## src/rtl/mod_updown_counter.sv

```systemverilog
// General-purpose event/tick counter: up/down, modulo MAX_VAL+1, wrap or saturate,
// enable prescaler, one-cycle terminal-count pulse and sticky overflow flag.
module mod_updown_counter #(
  parameter int          WIDTH    = 4,
  parameter int unsigned MAX_VAL  = 15,
  parameter int          PRESCALE = 1,
  parameter bit          SATURATE = 1'b0
) (
  input  logic             clk,
  input  logic             reset,
  input  logic             enable,
  input  logic             up_dn,
  input  logic             clear,
  input  logic             load,
  input  logic [WIDTH-1:0] load_val,
  output logic [WIDTH-1:0] count,
  output logic             tc,
  output logic             at_limit,
  output logic             overflow
);

  localparam int PW = $clog2(PRESCALE) + 1;
  localparam logic [WIDTH-1:0] MAX_C    = WIDTH'(MAX_VAL);
  localparam logic [PW-1:0]    PRE_LAST = PW'(PRESCALE - 1);

  if (WIDTH < 1 || WIDTH > 32) begin : g_bad_width
    $error("mod_updown_counter: WIDTH must be in 1..32");
  end
  if (MAX_VAL < 1 || 64'(MAX_VAL) > ((64'd1 << WIDTH) - 64'd1)) begin : g_bad_max
    $error("mod_updown_counter: MAX_VAL must be in 1..2^WIDTH-1");
  end
  if (PRESCALE < 1 || PRESCALE > 256) begin : g_bad_pre
    $error("mod_updown_counter: PRESCALE must be in 1..256");
  end

  logic [PW-1:0] pre_cnt;
  logic          step;

  assign step     = enable && (pre_cnt == PRE_LAST);
  assign at_limit = up_dn ? (count == MAX_C) : (count == '0);

  always_ff @(posedge clk or negedge reset) begin
    if (!reset) begin
      count    <= '0;
      pre_cnt  <= '0;
      tc       <= 1'b0;
      overflow <= 1'b0;
    end else if (clear) begin
      count    <= '0;
      pre_cnt  <= '0;
      tc       <= 1'b0;
      overflow <= 1'b0;
    end else if (load) begin
      // Clamp so count can never leave 0..MAX_VAL, even for an out-of-range load.
      count   <= (load_val > MAX_C) ? MAX_C : load_val;
      pre_cnt <= '0;
      tc      <= 1'b0;
    end else begin
      tc <= 1'b0;
      if (enable) begin
        pre_cnt <= step ? '0 : pre_cnt + 1'b1;
      end
      if (step) begin
        if (at_limit) begin
          tc       <= 1'b1;
          overflow <= 1'b1;
          if (!SATURATE) begin
            count <= up_dn ? '0 : MAX_C;
          end
        end else begin
          count <= up_dn ? count + 1'b1 : count - 1'b1;
        end
      end
    end
  end

endmodule

```

## config.mk

```make
export PLATFORM = sky130hd
export DESIGN_NAME = mod_updown_counter
export DESIGN_NICKNAME = d
export VERILOG_FILES = /design/src/rtl/mod_updown_counter.sv
export SDC_FILE = /design/constraint.sdc
export NUM_CORES = 1
export LEC_CHECK = 0
export CELL_PAD_IN_SITES_DETAIL_PLACEMENT = 1
export CELL_PAD_IN_SITES_GLOBAL_PLACEMENT = 2
export CORE_ASPECT_RATIO = 1.4
export CORE_MARGIN = 1.5
export CORE_UTILIZATION = 26
export DETAILED_ROUTE_END_ITERATION = 10
export MAX_ROUTING_LAYER = met4
export PLACE_DENSITY = 0.84
export RECOVER_POWER = 100
export SETUP_SLACK_MARGIN = 0.1
export SLEW_MARGIN = 20
export SYNTH_ARGS = -nofsm -noshare
export SYNTH_HDL_FRONTEND = slang
export SYNTH_SLANG_ARGS = --single-unit
```

## constraint.sdc

```tcl
create_clock -name clk -period 3.22 [get_ports clk]
set_input_delay 0.322 -clock clk [delete_from_list [all_inputs] [get_ports clk]]
set_output_delay 0.322 -clock clk [all_outputs]
set_load 0.01 [all_outputs]
```

==> impl_metrics.tcl, run 1 <==
set metrics [dict create \
    drc 0 \
    cts_sinks 7 \
    crit_fanout 5 \
    cts_tree "yes" \
    critPathKind "reg2out" \
    final-seq-area_sq_um 175 \
    syn_area_sq_um 488 \
    final_common_cell "dlygate4sd3_1" \
    setup_tns_ps 0 \
    clk_pin_slew_worst_paths_ps 60 \
    fin_crit_sh_pct 79.0 \
    synth_warnings 0 \
    hold_buffers 0 \
    grt_pass1_wl_mm 2.04 \
    maxSlewHeadroom_pct 70.9 \
    synth.distinct_cells 29 \
    endpoint_kind "primary output" \
    slowest_delay_ps 620 \
    cap_violations 0 \
    slew_viol_final 0 \
    post_cts_buffers 0 \
    ctsRootBufferMaster "clkbuf_4" \
    cp-startpoint "count[0]" \
    post_drt_wl_per_cell_um 13.2 \
    rsz0062_at_grt "no" \
    grt_pass1_vias 459 \
    worstMarginPinSlew_ps 435 \
    antenna_found_initial 0 \
    synthCells 53 \
    initial_utilization_pct 27.8 \
    postSynthAreaPerCell_sq_um 9.21 \
    p_leak_uw 0.000306 \
    syn_nets 66 \
    hold_path.class "in2async" \
    grt_usage_pct 15.0 \
    cp_cell_sequence "or4_1 -> nor2_1 -> o21bai_4 -> dlygate4sd3_1" \
    design_area_sq_um 683 \
    row_count 18 \
    postRouteAntennaNets 0 \
    core_area_sq_mm 0.00176 \
    crit_path_start_kind "flip-flop" \
    cp.arrival_ps 2220 \
    peakVddDrop_uv 208 \
    skew_ps 1.39 \
    drt-vias-per-instance 5.03 \
    gp_congestion 0.695 \
    ys_seq_area_share_pct 35.9 \
    antenna_cells 0 \
    grt_max_degree 11 \
    die_h_um 54.3 \
    drive_gt1_share_pct 5.56 \
    hold_viol_final 0 \
    multi_input_area_sq_um 278 \
    final_cell_mix "11 x dlygate4sd3_1, 7 x dfrtp_1" \
    drtPass1Iterations 3 \
    ys_seq_elements 7 \
    num-nets-final 86 \
    syn2layout_area_growth_pct 40.0 \
    placed_cell_area_sq_um 669 \
    postCtsResizedCells 0 \
    r2r-start "count[2]" \
    n_fill_cell 224 \
    port_buffers 16 \
    clock_latency_ps 260 \
    p_per_area_mw_per_mm2 382 \
    pin_count 17 \
    cts-htree-levels 1 \
    die-area_sq_mm 0.00215 \
    chipWidth_um 39.6 \
    slowest_stage "dlygate4sd3_1" \
    setup-violations-final 0 \
    status "finished clean" \
    grt-ovfl-total 0 \
    vias 463 \
    fmax_ghz 0.393 \
    drt_iter0_markers 3 \
    required_ps 2900 \
    cts_made_buffers 3 \
    clock_path_buffers 2 \
    wl_mm 1.22 \
    hpwl_um 984 \
    period_minus_slack_ps 2550 \
]
-- final timing paths --
path                            end  slack, ps  cells after the start
setup / recovery           at_limit        670                      4
setup reg to reg           count[3]       1490                      5
min in group clk           overflow        490                      1
hold reg to reg            overflow        490                      1
max in group asynchronous  count[0]       2560                      1
hold / removal                   tc        400                      1
-- flip-flops by register name, summed over array words and instances (netlist names) --
register  flops
count         4
overflow      1
pre_cnt       1
tc            1
-- Yosys cell counts --
library cell | number | area (sq um)
or4_4 | 1 | 11.3
o21ai_0 | 3 | 15.0
fa_1 | 1 | 20.0
nand2b_1 | 1 | 6.26
or3_1 | 1 | 6.26
o31ai_1 | 1 | 7.51
nand3_1 | 5 | 25.0
nor2_1 | 2 | 7.51
nor2_4 | 1 | 11.3
nor2b_1 | 1 | 6.26
ha_1 | 2 | 25.0
a21oi_1 | 2 | 10.0
a2111oi_1 | 1 | 10.0
inv_1 | 5 | 18.8
a32o_1 | 1 | 10.0
xnor2_1 | 2 | 17.5
dfrtp_1 | 7 | 175
xor2_1 | 1 | 8.76
a21o_1 | 1 | 7.51
o21ai_1 | 1 | 5.00
o31a_1 | 1 | 8.76
and3_1 | 1 | 6.26
nor4b_1 | 1 | 8.76
nor3_1 | 1 | 5.00
o21bai_4 | 1 | 18.8
o21a_1 | 1 | 7.51
nand2_1 | 5 | 18.8
clkbuf_1 | 1 | 3.75
a31oi_1 | 1 | 6.26
-- worst max-delay path, delay by kind of cell (launching register included) --
kind                   cells  cell delay (ps)
buffers and inverters      1              620
AO/OA/AOI/OAI              1              170
AND/OR/NAND/NOR            2              750
flip-flops                 1              420
-- cell type report --
type / count / area share [%]
inverters: 5 / 2.75
multi-input cells: 40 / 40.7
flip-flops and latches: 7 / 25.6
repair buffers: 16 / 23.4
clock buffers: 4 / 3.85
well taps: 20 / 3.66
-- per-layer routing --
| metal | track usage, % | up-vias | share of wire, % |
|---|---|---|---|
| li1 | - | 226 | - |
| met1 | 17.0 | 225 | 42 |
| met2 | 23.5 | 10 | 53 |
| met3 | 1.22 | 2 | 2.8 |
| met4 | 12.1 | 0 | 1.4 |
| met5 | - | - | 0 |
-- power breakdown --
group | internal (uW) | switching (uW) | total (uW)
clock network | 47.6 | 37.5 | 85.1
registers | 93.7 | 6.67 | 100
logic | 38.7 | 36.8 | 75.4
total | 180 | 80.9 | 261
-- through the flow --
step / hold slack, ps / util [%] / worst slack [ps] / power [uW] / std cells
6_report: 402 / 38.9 / 675 / 261 / 92
5_1_grt: 431 / 38.9 / 563 / 280 / 92
4_1_cts: 338 / 39.6 / 789 / 276 / 92
3_5_place_dp: 486 / 38.1 / 784 / 187 / 88
3_3_place_gp: 482 / 38.1 / 876 / 186 / 88
2_1_floorplan: 26.4 / - / 1610 / 148 / 53
-- cells by family (layout without fill, tap and decap cells) --
group | Yosys count | count (layout) | synth area share, %
compound gates | 14 | 14 | 21.8
buf+inv | 6 | 25 | 4.62
xor+xnor | 3 | 3 | 5.39
fa+ha+maj | 3 | 3 | 9.23
flops | 7 | 7 | 35.9
simple gates | 20 | 20 | 23.1
(Power assumes the default switching activity.)
==> run 2: changes to the inputs <==
Settings changed: CORE_UTILIZATION 26 to 24, PLACE_DENSITY 0.84 to 0.79.
Clock period 3.22 ns to 2.4 ns, I/O delays scaled along.
==> run 2 against run 1 <==
  * Count of clock-buffer cells in the layout is the same
  * Clock power grew 28%
  * Via count grew 1.1%
  * Routed wire length grew 3.4%
  * First-iteration DRC count shrank 33%
  * Critical endpoint unchanged
  * Highest routed layer unchanged
==> impl_metrics.tcl, run 2 (synthesis results as in run 1) <==
set metrics [dict create \
    grt_pass1_vias 492 \
    port_buffers 16 \
    hold_buffers 0 \
    cp.arrival_ps 1720 \
    met3WireLength_um 31 \
    swShare_pct 30.1 \
    drtPass1Iterations 2 \
    hold_path.class "in2async" \
    clk_pin_slew_worst_paths_ps 60 \
    combPwrFrac_pct 29.5 \
    post_cts_buffers 0 \
    cts_sinks 7 \
    final_core_util_pct 35.4 \
    cts_tree "yes" \
    grt_usage_pct 13.7 \
    period_minus_slack_ps 1960 \
    syn2layout_area_growth_pct 41.5 \
    cap_violations 0 \
    intPower_uw 242 \
    p_per_area_mw_per_mm2 500 \
    setup_tns_ps 0 \
    clock_path_buffers 2 \
    chipWidth_um 41.1 \
    largest_register_ffs 4 \
    crit_fanout 5 \
    placed_cell_area_sq_um 678 \
    maxSlewHeadroom_pct 70.5 \
    r2r-start "count[2]" \
    core_area_sq_mm 0.00195 \
    n_fill_cell 244 \
    clockPowerShare_pct 31.5 \
    p_leak_uw 0.000320 \
    cp-startpoint "count[0]" \
    hold_viol_final 0 \
    grt-ovfl-total 0 \
    endpoint_kind "primary output" \
    worstMarginPinSlew_ps 431 \
    initial_utilization_pct 25.0 \
    setup-violations-final 0 \
    highest_layer "met4" \
    drt-vias-per-instance 4.98 \
    hpwl_mm 1.06 \
    skew_ps 2.00 \
    cts_made_buffers 3 \
    die-area_sq_mm 0.00232 \
    die_h_um 56.4 \
    critPathKind "reg2out" \
    final-seq-area_sq_um 175 \
    wl_mm 1.26 \
    required_ps 2160 \
    pwr-share-seq_pct 39.0 \
    top_register "count" \
    postCtsResizedCells 0 \
    final_cell_mix "9 x dlygate4sd3_1, 7 x dfrtp_1, 6 x clkdlybuf4s50_1" \
    fin_ws_ps 437 \
    met2_length_um 689 \
    final_common_cell "dlygate4sd3_1" \
    cts-htree-levels 1 \
    fmax_ghz 0.509 \
    switchingPower_uw 104 \
    antenna_found_initial 0 \
    status "finished clean" \
    wl_met1_um 517 \
    ctsRootBufferMaster "clkbuf_4" \
    post_drt_wl_per_cell_um 13.4 \
    place_inst 90 \
    design_area_sq_um 691 \
    vias 468 \
    antenna_cells 0 \
    clock_latency_ps 250 \
    grt_pass1_wl_mm 2.10 \
    gp_congestion 0.762 \
    drc 0 \
    postRouteAntennaNets 0 \
    num-nets-final 87 \
    drive_gt1_share_pct 5.48 \
    row_count 19 \
    peakVddDrop_uv 225 \
    multi_input_area_sq_um 278 \
    fin_crit_sh_pct 81.8 \
    pin_count 17 \
    rsz0062_at_grt "no" \
    grt_max_degree 11 \
    crit_path_start_kind "flip-flop" \
    slew_viol_final 0 \
    place_worst_setup_slack_ps 253 \
    instances_no_fill 94 \
    drt_iter0_markers 2 \
]
[run 2: changes by cell type in the layout (fill, tap and decap cells not counted)]
cell / before / now
clkdlybuf4s50_1: 5 / 6
dlygate4sd3_1: 11 / 9
dlymetal6s2s_1: 0 / 1
o21ai_1: 1 / 0
o21ai_0: 3 / 4
clkbuf_1: 1 / 2
[run 2: worst max-delay path, stage by stage (launching register included)]
cell	delay [ps]
dfrtp_1	410
or4_1	560
nor2_1	180
o21bai_4	160
dlymetal6s2s_1	170
[run 2: path summary, 6_finish.rpt]
path | to | slack [ps] | depth (start not counted)
worst max-delay path | at_limit | 440 | 4
worst min-delay path | pre_cnt | 340 | 1
worst max register to register | count[3] | 600 | 5
worst min register to register | overflow | 500 | 1
max in group asynchronous | count[0] | 1800 | 1
min in group clk | overflow | 500 | 1
[run 2: stage by stage]
stage,hold slack (ps),power [uW]
6_report,338,346
4_1_cts,262,363
3_3_place_gp,490,251
2_1_floorplan,-55.6,199
5_1_grt,339,372
3_5_place_dp,498,253
[run 2: cell type report]
type,instances,area share [%]
Timing Repair Buffer,17,24.1
Sequential cell,7,25.4
Clock buffer,4,3.80
Inverter,5,2.72
Tap cell,21,3.80
Multi-Input combinational cell,40,40.2
[run 2: power by group through the flow]
stage | Clock, uW | Combinational [uW] | Sequential, uW
floorplan | 0 | 59.2 | 139
global placement | 0 | 113 | 137
detailed placement | 0 | 115 | 138
CTS | 112 | 115 | 136
global route | 121 | 115 | 136
finish | 109 | 102 | 135
[run 2: per-layer routing]
| metal | GRT usage [%] | vias to the layer above |
|---|---|---|
| li1 | - | 231 |
| met5 | - | - |
| met4 | 9.68 | 0 |
| met3 | 1.19 | 2 |
| met2 | 21.0 | 9 |
| met1 | 15.5 | 226 |
